===== src/rtl/rfsoc_config.sv =====
// Shared RFSoC configuration constants: GPIO line map, bus width defaults,
// serial config field widths and field identifiers.
package rfsoc_config;

    localparam int GPIO_W_DEF = 16;
    localparam int CFG_W_DEF  = 32;

    localparam int LINE_SDATA       = 0;
    localparam int LINE_MASK        = 1;
    localparam int LINE_CH_SEL      = 2;
    localparam int LINE_CYCLE_COUNT = 3;
    localparam int LINE_MUX_SET     = 4;
    localparam int LINE_PL_RST      = 5;
    localparam int LINE_TRIGGER     = 6;
    localparam int LINE_ADC_SHIFT   = 7;
    localparam int LINE_ADC_NUM     = 8;
    localparam int LINE_PRE_DELAY   = 9;
    localparam int LINE_POST_DELAY  = 10;
    localparam int LINE_LOCK_WAVE   = 11;
    localparam int LINE_MASK_EN     = 12;
    localparam int LINE_FLUSH       = 13;
    localparam int LINE_USE_DUMMY   = 14;
    localparam int LINE_READOUT_EN  = 15;

    // Lines consumed by the decoder; mask and locking waveform (1, 11) are loaded elsewhere.
    localparam logic [15:0] USED_LINE_MASK = 16'hF7FD;

    localparam int FW_CH_SEL_DEF = 16;
    localparam int FW_COUNT_DEF  = CFG_W_DEF;
    localparam int FW_MUX_SET    = 1;
    localparam int FW_ADC_SHIFT  = 5;
    localparam int FW_MASK_EN    = 1;

    localparam int NUM_FIELDS = 8;

    typedef enum logic [2:0] {
        FID_CH_SEL      = 3'd0,
        FID_CYCLE_COUNT = 3'd1,
        FID_MUX_SET     = 3'd2,
        FID_ADC_SHIFT   = 3'd3,
        FID_ADC_NUM     = 3'd4,
        FID_PRE_DELAY   = 3'd5,
        FID_POST_DELAY  = 3'd6,
        FID_MASK_EN     = 3'd7
    } field_id_e;

endpackage


===== src/rtl/gpio_serial_field.sv =====
// One serially loaded config field: serial-clock edge detect, MSB-first shadow,
// bit counter and commit. GPIO_CFG_GLITCH_FILTER_EN adds a 2-cycle level qualifier.
module gpio_serial_field #(
    parameter int W = 32
) (
    input  logic         clk,
    input  logic         rst,
    input  logic         line_i,
    input  logic         sdata_i,
    input  logic         hold_i,
    output logic [W-1:0] value_o,
    output logic         update_o,
    output logic         busy_o
);
    localparam int CNT_W = $clog2(W + 1);
    localparam logic [CNT_W-1:0] FULL = CNT_W'(W);

    logic [W-1:0]     shadow_q, shadow_d;
    logic [W-1:0]     value_q, value_d;
    logic [CNT_W-1:0] count_q, count_d;
    logic             update_q, update_d;
    logic             prev_q;
    logic             edge_det;

`ifdef GPIO_CFG_GLITCH_FILTER_EN
    logic filt_q;

    // An edge counts only once the new level has been seen on two consecutive cycles.
    assign edge_det = line_i & prev_q & ~filt_q;

    always_ff @(posedge clk) begin
        if (rst) begin
            filt_q <= 1'b0;
        end else if (line_i == prev_q) begin
            filt_q <= line_i;
        end
    end
`else
    assign edge_det = line_i & ~prev_q;
`endif

    always_comb begin
        shadow_d = shadow_q;
        count_d  = count_q;
        value_d  = value_q;
        update_d = 1'b0;
        if (hold_i) begin
            shadow_d = '0;
            count_d  = '0;
        end else begin
            // A full shadow commits one cycle after its last bit arrives.
            if (count_q == FULL) begin
                value_d  = shadow_q;
                update_d = 1'b1;
                count_d  = '0;
            end
            if (edge_det) begin
                shadow_d = (shadow_q << 1) | W'(sdata_i);
                count_d  = (count_q == FULL) ? CNT_W'(1) : count_q + CNT_W'(1);
            end
        end
    end

    always_ff @(posedge clk) begin
        if (rst) begin
            shadow_q <= '0;
            count_q  <= '0;
            value_q  <= '0;
            update_q <= 1'b0;
            prev_q   <= 1'b0;
        end else begin
            shadow_q <= shadow_d;
            count_q  <= count_d;
            value_q  <= value_d;
            update_q <= update_d;
            prev_q   <= line_i;
        end
    end

    assign value_o  = value_q;
    assign update_o = update_q;
    assign busy_o   = (count_q != '0);

endmodule


===== src/rtl/gpio_cfg_decoder.sv =====
// Decodes the PS GPIO bus into serially loaded PL config fields, level lines and a trigger.
// Optional GPIO_CFG_GLITCH_FILTER_EN qualifies serial-clock and trigger edges over 2 cycles.
module gpio_cfg_decoder
    import rfsoc_config::*;
#(
    parameter int GPIO_W = GPIO_W_DEF,
    parameter int CFG_W  = CFG_W_DEF,
    parameter int NUM_CH = FW_CH_SEL_DEF
) (
    input  logic              clk,
    input  logic              rst,
    input  logic [GPIO_W-1:0] gpio_in,
    output logic [NUM_CH-1:0] channel_sel,
    output logic [CFG_W-1:0]  cycle_count,
    output logic [CFG_W-1:0]  adc_num_cycles,
    output logic [CFG_W-1:0]  pre_delay,
    output logic [CFG_W-1:0]  post_delay,
    output logic [4:0]        adc_shift_val,
    output logic              mux_set,
    output logic              mask_en,
    output logic              pl_rst_out,
    output logic              flush,
    output logic              use_dummy,
    output logic              readout_en,
    output logic              trigger_pulse,
    output logic              cfg_update,
    output logic              cfg_err
);
    localparam logic [GPIO_W-1:0] USED_MASK = GPIO_W'(USED_LINE_MASK);

    logic [GPIO_W-1:0]     sync1_q, sync2_q;
    logic [NUM_FIELDS-1:0] upd, busy;
    logic                  pl_rst, sdata_bit;
    logic                  trig_prev_q, trig_edge;
    logic                  trigger_q, trigger_d;
    logic                  err_q, err_d;
    logic                  unused_lines;

    assign pl_rst = sync2_q[LINE_PL_RST];

`ifdef GPIO_CFG_GLITCH_FILTER_EN
    logic sdata_dly_q, trig_filt_q;

    // Field clocks are accepted one cycle later, so sdata is delayed to stay aligned.
    assign sdata_bit = sdata_dly_q;
    assign trig_edge = sync2_q[LINE_TRIGGER] & trig_prev_q & ~trig_filt_q;

    always_ff @(posedge clk) begin
        if (rst) begin
            sdata_dly_q <= 1'b0;
            trig_filt_q <= 1'b0;
        end else begin
            sdata_dly_q <= sync2_q[LINE_SDATA];
            if (sync2_q[LINE_TRIGGER] == trig_prev_q) begin
                trig_filt_q <= sync2_q[LINE_TRIGGER];
            end
        end
    end
`else
    assign sdata_bit = sync2_q[LINE_SDATA];
    assign trig_edge = sync2_q[LINE_TRIGGER] & ~trig_prev_q;
`endif

    // A trigger arriving with any field half-loaded still fires but is flagged.
    assign trigger_d = trig_edge & ~pl_rst;
    assign err_d     = err_q | (trigger_d & (|busy));

    always_ff @(posedge clk) begin
        if (rst) begin
            sync1_q     <= '0;
            sync2_q     <= '0;
            trig_prev_q <= 1'b0;
            trigger_q   <= 1'b0;
            err_q       <= 1'b0;
        end else begin
            sync1_q     <= gpio_in;
            sync2_q     <= sync1_q;
            trig_prev_q <= sync2_q[LINE_TRIGGER];
            trigger_q   <= trigger_d;
            err_q       <= err_d;
        end
    end

    gpio_serial_field #(.W(NUM_CH)) u_ch_sel (
        .clk(clk), .rst(rst), .line_i(sync2_q[LINE_CH_SEL]), .sdata_i(sdata_bit), .hold_i(pl_rst),
        .value_o(channel_sel), .update_o(upd[FID_CH_SEL]), .busy_o(busy[FID_CH_SEL])
    );

    gpio_serial_field #(.W(CFG_W)) u_cycle_count (
        .clk(clk), .rst(rst), .line_i(sync2_q[LINE_CYCLE_COUNT]), .sdata_i(sdata_bit), .hold_i(pl_rst),
        .value_o(cycle_count), .update_o(upd[FID_CYCLE_COUNT]), .busy_o(busy[FID_CYCLE_COUNT])
    );

    gpio_serial_field #(.W(FW_MUX_SET)) u_mux_set (
        .clk(clk), .rst(rst), .line_i(sync2_q[LINE_MUX_SET]), .sdata_i(sdata_bit), .hold_i(pl_rst),
        .value_o(mux_set), .update_o(upd[FID_MUX_SET]), .busy_o(busy[FID_MUX_SET])
    );

    gpio_serial_field #(.W(FW_ADC_SHIFT)) u_adc_shift (
        .clk(clk), .rst(rst), .line_i(sync2_q[LINE_ADC_SHIFT]), .sdata_i(sdata_bit), .hold_i(pl_rst),
        .value_o(adc_shift_val), .update_o(upd[FID_ADC_SHIFT]), .busy_o(busy[FID_ADC_SHIFT])
    );

    gpio_serial_field #(.W(CFG_W)) u_adc_num (
        .clk(clk), .rst(rst), .line_i(sync2_q[LINE_ADC_NUM]), .sdata_i(sdata_bit), .hold_i(pl_rst),
        .value_o(adc_num_cycles), .update_o(upd[FID_ADC_NUM]), .busy_o(busy[FID_ADC_NUM])
    );

    gpio_serial_field #(.W(CFG_W)) u_pre_delay (
        .clk(clk), .rst(rst), .line_i(sync2_q[LINE_PRE_DELAY]), .sdata_i(sdata_bit), .hold_i(pl_rst),
        .value_o(pre_delay), .update_o(upd[FID_PRE_DELAY]), .busy_o(busy[FID_PRE_DELAY])
    );

    gpio_serial_field #(.W(CFG_W)) u_post_delay (
        .clk(clk), .rst(rst), .line_i(sync2_q[LINE_POST_DELAY]), .sdata_i(sdata_bit), .hold_i(pl_rst),
        .value_o(post_delay), .update_o(upd[FID_POST_DELAY]), .busy_o(busy[FID_POST_DELAY])
    );

    gpio_serial_field #(.W(FW_MASK_EN)) u_mask_en (
        .clk(clk), .rst(rst), .line_i(sync2_q[LINE_MASK_EN]), .sdata_i(sdata_bit), .hold_i(pl_rst),
        .value_o(mask_en), .update_o(upd[FID_MASK_EN]), .busy_o(busy[FID_MASK_EN])
    );

    // Several fields committing together still give a single pulse.
    assign cfg_update    = |upd;
    assign cfg_err       = err_q;
    assign trigger_pulse = trigger_q;
    assign pl_rst_out    = pl_rst;
    assign flush         = sync2_q[LINE_FLUSH];
    assign use_dummy     = sync2_q[LINE_USE_DUMMY];
    assign readout_en    = sync2_q[LINE_READOUT_EN];
    assign unused_lines  = ^(sync2_q & ~USED_MASK);

endmodule

===== config.mk =====
export PLATFORM = sky130hd
export DESIGN_NAME = gpio_cfg_decoder
export DESIGN_NICKNAME = d
export VERILOG_FILES = /design/src/rtl/rfsoc_config.sv /design/src/rtl/gpio_serial_field.sv /design/src/rtl/gpio_cfg_decoder.sv
export SDC_FILE = /design/constraint.sdc
export NUM_CORES = 1
export LEC_CHECK = 0
export BUFFER_PORTS_ARGS = -buffer_cell sky130_fd_sc_hd__buf_2
export CORE_UTILIZATION = 60
export DETAILED_ROUTE_END_ITERATION = 8
export PLACE_DENSITY = 0.83
export SETUP_SLACK_MARGIN = 0.1
export SLEW_MARGIN = 20
export SYNTH_ARGS = -nofsm -noshare
export SYNTH_HDL_FRONTEND = slang
export SYNTH_SLANG_ARGS = --single-unit

===== constraint.sdc =====
create_clock -name clk -period 2.5 [get_ports clk]
set_input_delay 0.5 -clock clk [delete_from_list [all_inputs] [get_ports clk]]
set_output_delay 0.5 -clock clk [all_outputs]
set_load 0.02 [all_outputs]

Word level (Yosys, flattened, before mapping)
Index checks and enable logic that the tools add are counted.
Storage, ports and cells
  word-level logic and storage cells: 142
  register bits: 387
Operators by class
  reductions and logical operators: 25
  eq/ne operators: 6
  mux-type cells: 28
  add/subtract/negate cells: 8
  bitwise logic cells: 30
Operators by type and width (count)
  $or 32x1->32: 4
  $mux 6: 12
  $add 6x1->6 const B: 4
  $eq 6x6->1 const B: 4
  $reduce_bool 6->1: 4
  $or 16x1->16: 1
  $reduce_and 2->1: 8
  $reduce_or 8->1: 2
  $mux 5: 3
  $not 1->1: 12
  $reduce_bool 2->1: 6
  $and 1x1->1: 11
  $mux 1: 10
  $mux 3: 3
  $reduce_or 3->1: 2
  $add 5x1->5 const B: 1
  $eq 5x5->1 const B: 1
  $or 5x1->5: 1
  $reduce_bool 5->1: 1
  $add 3x1->3 const B: 1
  $eq 3x3->1 const B: 1
  $reduce_bool 3->1: 1
  $add 1x1->1 const B: 2
  $reduce_or 2->1: 1
  $or 1x1->1: 1

Logic depth before layout (Yosys ltp)
  depth in word-level cells: 5
  depth in mapped cells: 8
  mapped depth without buffers: 6

Cells and area by module
From an unflattened synthesis, not the netlist that was laid out.
Second synthesis, totals
  cell total of the unflattened synthesis: 1682
  area, all modules: 15025.7 um^2
By module, submodules not included
  gpio_serial_field (u_adc_num ...): area an instance 2880.3 um^2, instances 4, cells each 335
  gpio_serial_field (u_ch_sel): area an instance 1695.4 um^2, instances 1, cells each 179
  gpio_cfg_decoder: area an instance 870.8 um^2, instances 1, cells each 72
  gpio_serial_field (u_adc_shift): area an instance 598.1 um^2, instances 1, cells each 63
  gpio_serial_field (u_mask_en ...): area an instance 170.2 um^2, instances 2, cells each 14

Worst setup path before layout
OpenSTA, ideal clock, no wires.
  path type: flip-flop to flip-flop
  from: register u_post_delay.count_q[0]
  to: register u_post_delay.value_q[2] (netlist: u_post_delay.value_o[2])
  stages on the path, launching flop included: 8
  setup slack: 853 ps
  setup time: 71 ps
  required time: 2429 ps
  arrival: 1577 ps
  path through: dfxtp_1 inv_1 ha_1 or4b_4 nor3b_4 buf_6 nand2_1 a21oi_1
Between the ends
  cells in the longest elaborated chain, start to end: 2
RTL lines
  start, declared: RTL line gpio_serial_field.sv:20  | logic [CNT_W-1:0] count_q, count_d;
  start signal, assigned: RTL line gpio_serial_field.sv:73  | count_q <= count_d;
  $eq 6x6->1: RTL line gpio_serial_field.sv:52  | if (count_q == FULL) begin
  $reduce_and 2->1 (no line)
  end signal, assigned: RTL line gpio_serial_field.sv:74  | value_q <= value_d;
  end, declared: RTL line gpio_serial_field.sv:19  | logic [W-1:0] value_q, value_d;
Every way passes these cells.
A chain may end at the register's enable or synchronous reset.

Worst setup path after layout
  from: register u_ch_sel.count_q[0]
  to: register u_ch_sel.value_q[6] (netlist: u_ch_sel.value_o[6])
Between the ends
  cells in the longest elaborated chain, start to end: 2
RTL lines (RTL line)
  start, declared: gpio_serial_field.sv:20
  start signal, assigned: gpio_serial_field.sv:73
  $eq 5x5->1: gpio_serial_field.sv:52
  $reduce_and 2->1 (no line)
  end signal, assigned: gpio_serial_field.sv:74
  end, declared: gpio_serial_field.sv:19
Every way passes these cells.

==> flow_summary.yaml <==
status:
  status: "finished, final reports clean"
logic_synthesis:
  ys_async_sr_fraction: 0
  synthesis.nets: 1653
  ys_top_cells_by_count: "nand2_1 (614), dfxtp_1 (383), a21oi_1 (307)"
  netlist.top_cell.by_area: "dfxtp_1"
  ys_ff_latch: 383
  synthTopCellsByArea: "dfxtp_1 (57%), nand2_1 (17%), a21oi_1 (11%)"
  synth.most_common_cell: "nand2_1"
  postSynthCellCount: 1625
  synth_area_per_cell_um2: 8.291
  ys_types: 37
  yosysWarnings: 0
  synth-edff-count: 0
  synth_top_area_frac: 0.5691
  synthesis.area_um2: 13470
  synthFlopType: "dfxtp_1"
  synth_seq_area_share: 0.5691
grt:
  antenna_found_initial: 0
  overflow: 0
  grt_max_degree: 125
  grt_pass1_vias: 9958
  grt_pass1_wl_um: 46860
  track_usage: 0.2369
critical_path:
  start_kind: "flip-flop"
  path_max_fanout: 16
  critPathRequiredTime_ns: 2.95
  path_class: "flip-flop to flip-flop"
  cp.arrival_ns: 2.52
  ff2ff_setup_slack_ns: 0.43
  crit_path_end_kind: "flip-flop"
floorplan:
  die_area_um2: 23060
  rows: 54
  io_pins: 176
  fp.dieH_um: 151.9
  start_util: 0.6155
  core-area_um2: 21890
  die_x_um: 151.9
cells_and_area:
  multiInputGateArea_um2: 5288
  design_area_um2: 15610
  syn_to_final_growth_pct: 15.82
  drive_gt1_frac: 0.1522
  num_antenna_cells: 0
  finish.net_count: 1780
  seqCellArea_um2: 7667
  fillers: 1733
drt:
  viasPerCell: 5.278
  wl_per_cell_um: 13.32
  dr.pass1.iters: 7
  wirelength_um: 27430
  vias: 10870
  route.detailed.drc: 0
  ant_nets: 0
  drt-initial-drc-count: 735
cts:
  insertion_delay_ns: 0.51
  postCtsResizedCells: 0
  cts_setup_buffers: 0
  cts_tree: "done"
  clock_tree.htree_level_count: 2
  cts.clk_slew.worst_paths_ns: 0.06
  cts_buffers: 38
  cts_num_sinks: 383
  cts-root-buf: "clkbuf_16"
  cts_buffer_depth: 3
  hold_buffers: 0
place:
  io_buffers: 173
  gp_congestion: 0.7451
  dp_slack_ns: 0.4242
  dpl.hpwl_um: 16550
  dpl_cell_area_um2: 14420
sta:
  period_share: 0.8278
  finClkSkew_ns: 0.008332
  relSlewSlack: 0.2760
  max_clock_freq_mhz: 483.2
  setup_slack_ns: 0.4304
  slew_viol_final: 0
  setup_tns_ns: 0
  hold_viol_final: 0
  finalCriticalPeriod_ns: 2.070
  tightest_slew_ns: 1.082
  setup_viol: 0
  rsz0062_at_grt: "false"
pwr:
  ir_drop_mv: 0.5111
  power.leakage_nw: 5.839
  p_per_area_nw_per_um2: 756.9
hold_path:
  hp-class: "input port to flip-flop"
job:
  max_cap_viol_count: 0
through the flow:
| step | hold slack, ns | util | cells | power (W) |
|---|---|---|---|---|
| floorplan | 0.4138 | - | 1625 | 0.006512 |
| global placement | 0.4176 | 0.6588 | 1992 | 0.006595 |
| detailed placement | 0.4204 | 0.6588 | 1992 | 0.006601 |
| CTS | 0.1715 | 0.7128 | 2060 | 0.01193 |
| global route | 0.1790 | 0.7128 | 2060 | 0.01222 |
| finish | 0.1915 | 0.7128 | 2060 | 0.01181 |
logic make-up after synthesis:
logic type | Yosys count | share of synthesized area
compound gates | 318 | 0.1203
buf+inv | 121 | 0.03947
fa+ha+maj | 10 | 0.009287
simple gates | 764 | 0.2422
flops | 383 | 0.5691
xor+xnor | 20 | 0.01300
mux | 9 | 0.006687
layer usage:
metal / up-vias / routed length [um] / global-route usage
li1: 5499 / - / -
met2: 257 / 13250 / 0.4022
met3: 40 / 1396 / 0.04221
met5: - / 0 / 0
met4: 0 / 495 / 0.06619
met1: 5076 / 12290 / 0.3093
where the power goes:
| group | leakage (nW) | internal [W] | switching, W |
|---|---|---|---|
| clock network | 0.583 | 0.00308 | 0.00226 |
| logic | 2.17 | 0.0000838 | 0.000223 |
| registers | 3.09 | 0.00614 | 0.0000225 |
| total | 5.84 | 0.00931 | 0.00251 |
final cells by class:
cell class,instances,share of cell area
clock buffer,54,0.06799
clock inverter,14,0.007697
inverter,11,0.002646
multi-input combinational,1121,0.3388
sequential,383,0.4913
tap,280,0.02245
timing repair buffer,197,0.06903
critical path: stages (launching register included):
cell and delay (ns):
dfxtp_1 0.33, inv_1 0.06, ha_1 0.18, nand4bb_1 0.22
nor2_1 0.88, nand2_1 0.17, a21oi_1 0.16
sequential cells by signal, indices dropped and copies added (netlist names), 3 cells and up:
register	flops
u_post_delay.count_q	6
u_ch_sel.count_q	5
u_pre_delay.value_o	32
u_adc_num.shadow_q	32
u_post_delay.value_o	32
u_pre_delay.shadow_q	32
u_adc_num.count_q	6
u_adc_shift.shadow_q	5
u_adc_num.value_o	32
u_pre_delay.count_q	6
u_ch_sel.value_o	16
u_adc_shift.count_q	3
u_cycle_count.count_q	6
u_adc_shift.value_o	5
sync1_q	14
u_ch_sel.shadow_q	16
u_cycle_count.value_o	32
u_cycle_count.shadow_q	32
sync2_q	14
u_post_delay.shadow_q	32
worst paths after layout:
path                       startpoint                  end  cells past startpoint
setup / recovery  u_ch_sel.count_q[0]  u_ch_sel.value_o[6]                      6
hold / removal             gpio_in[8]           sync1_q[8]                      2
setup reg to reg  u_ch_sel.count_q[0]  u_ch_sel.value_o[6]                      6
hold reg to reg            sync1_q[4]           sync2_q[4]                      1
placed cells by master, fill, tap and decap left out, drive strengths merged, types with 2 or more instances in the layout:
cell type  Yosys  routed
a21oi        307     307
and2           4       4
buf           27     197
clkbuf        83      54
clkinv         0       9
dfxtp        383     383
ha            10      10
inv           11      14
mux2i          9       9
nand2        614     614
nand2b        11      11
nand3          7       7
nand3b         4       4
nand4          9       9
nor2          42      42
nor2b         44      44
nor3           4       4
nor3b          3       3
nor4           7       7
nor4b          5       5
o21a           3       3
o21ai          2       2
o311a          3       3
or2            2       2
or4b           3       3
xnor2          8       8
xor2          12      12
Power figures use the tool's default switching activity.
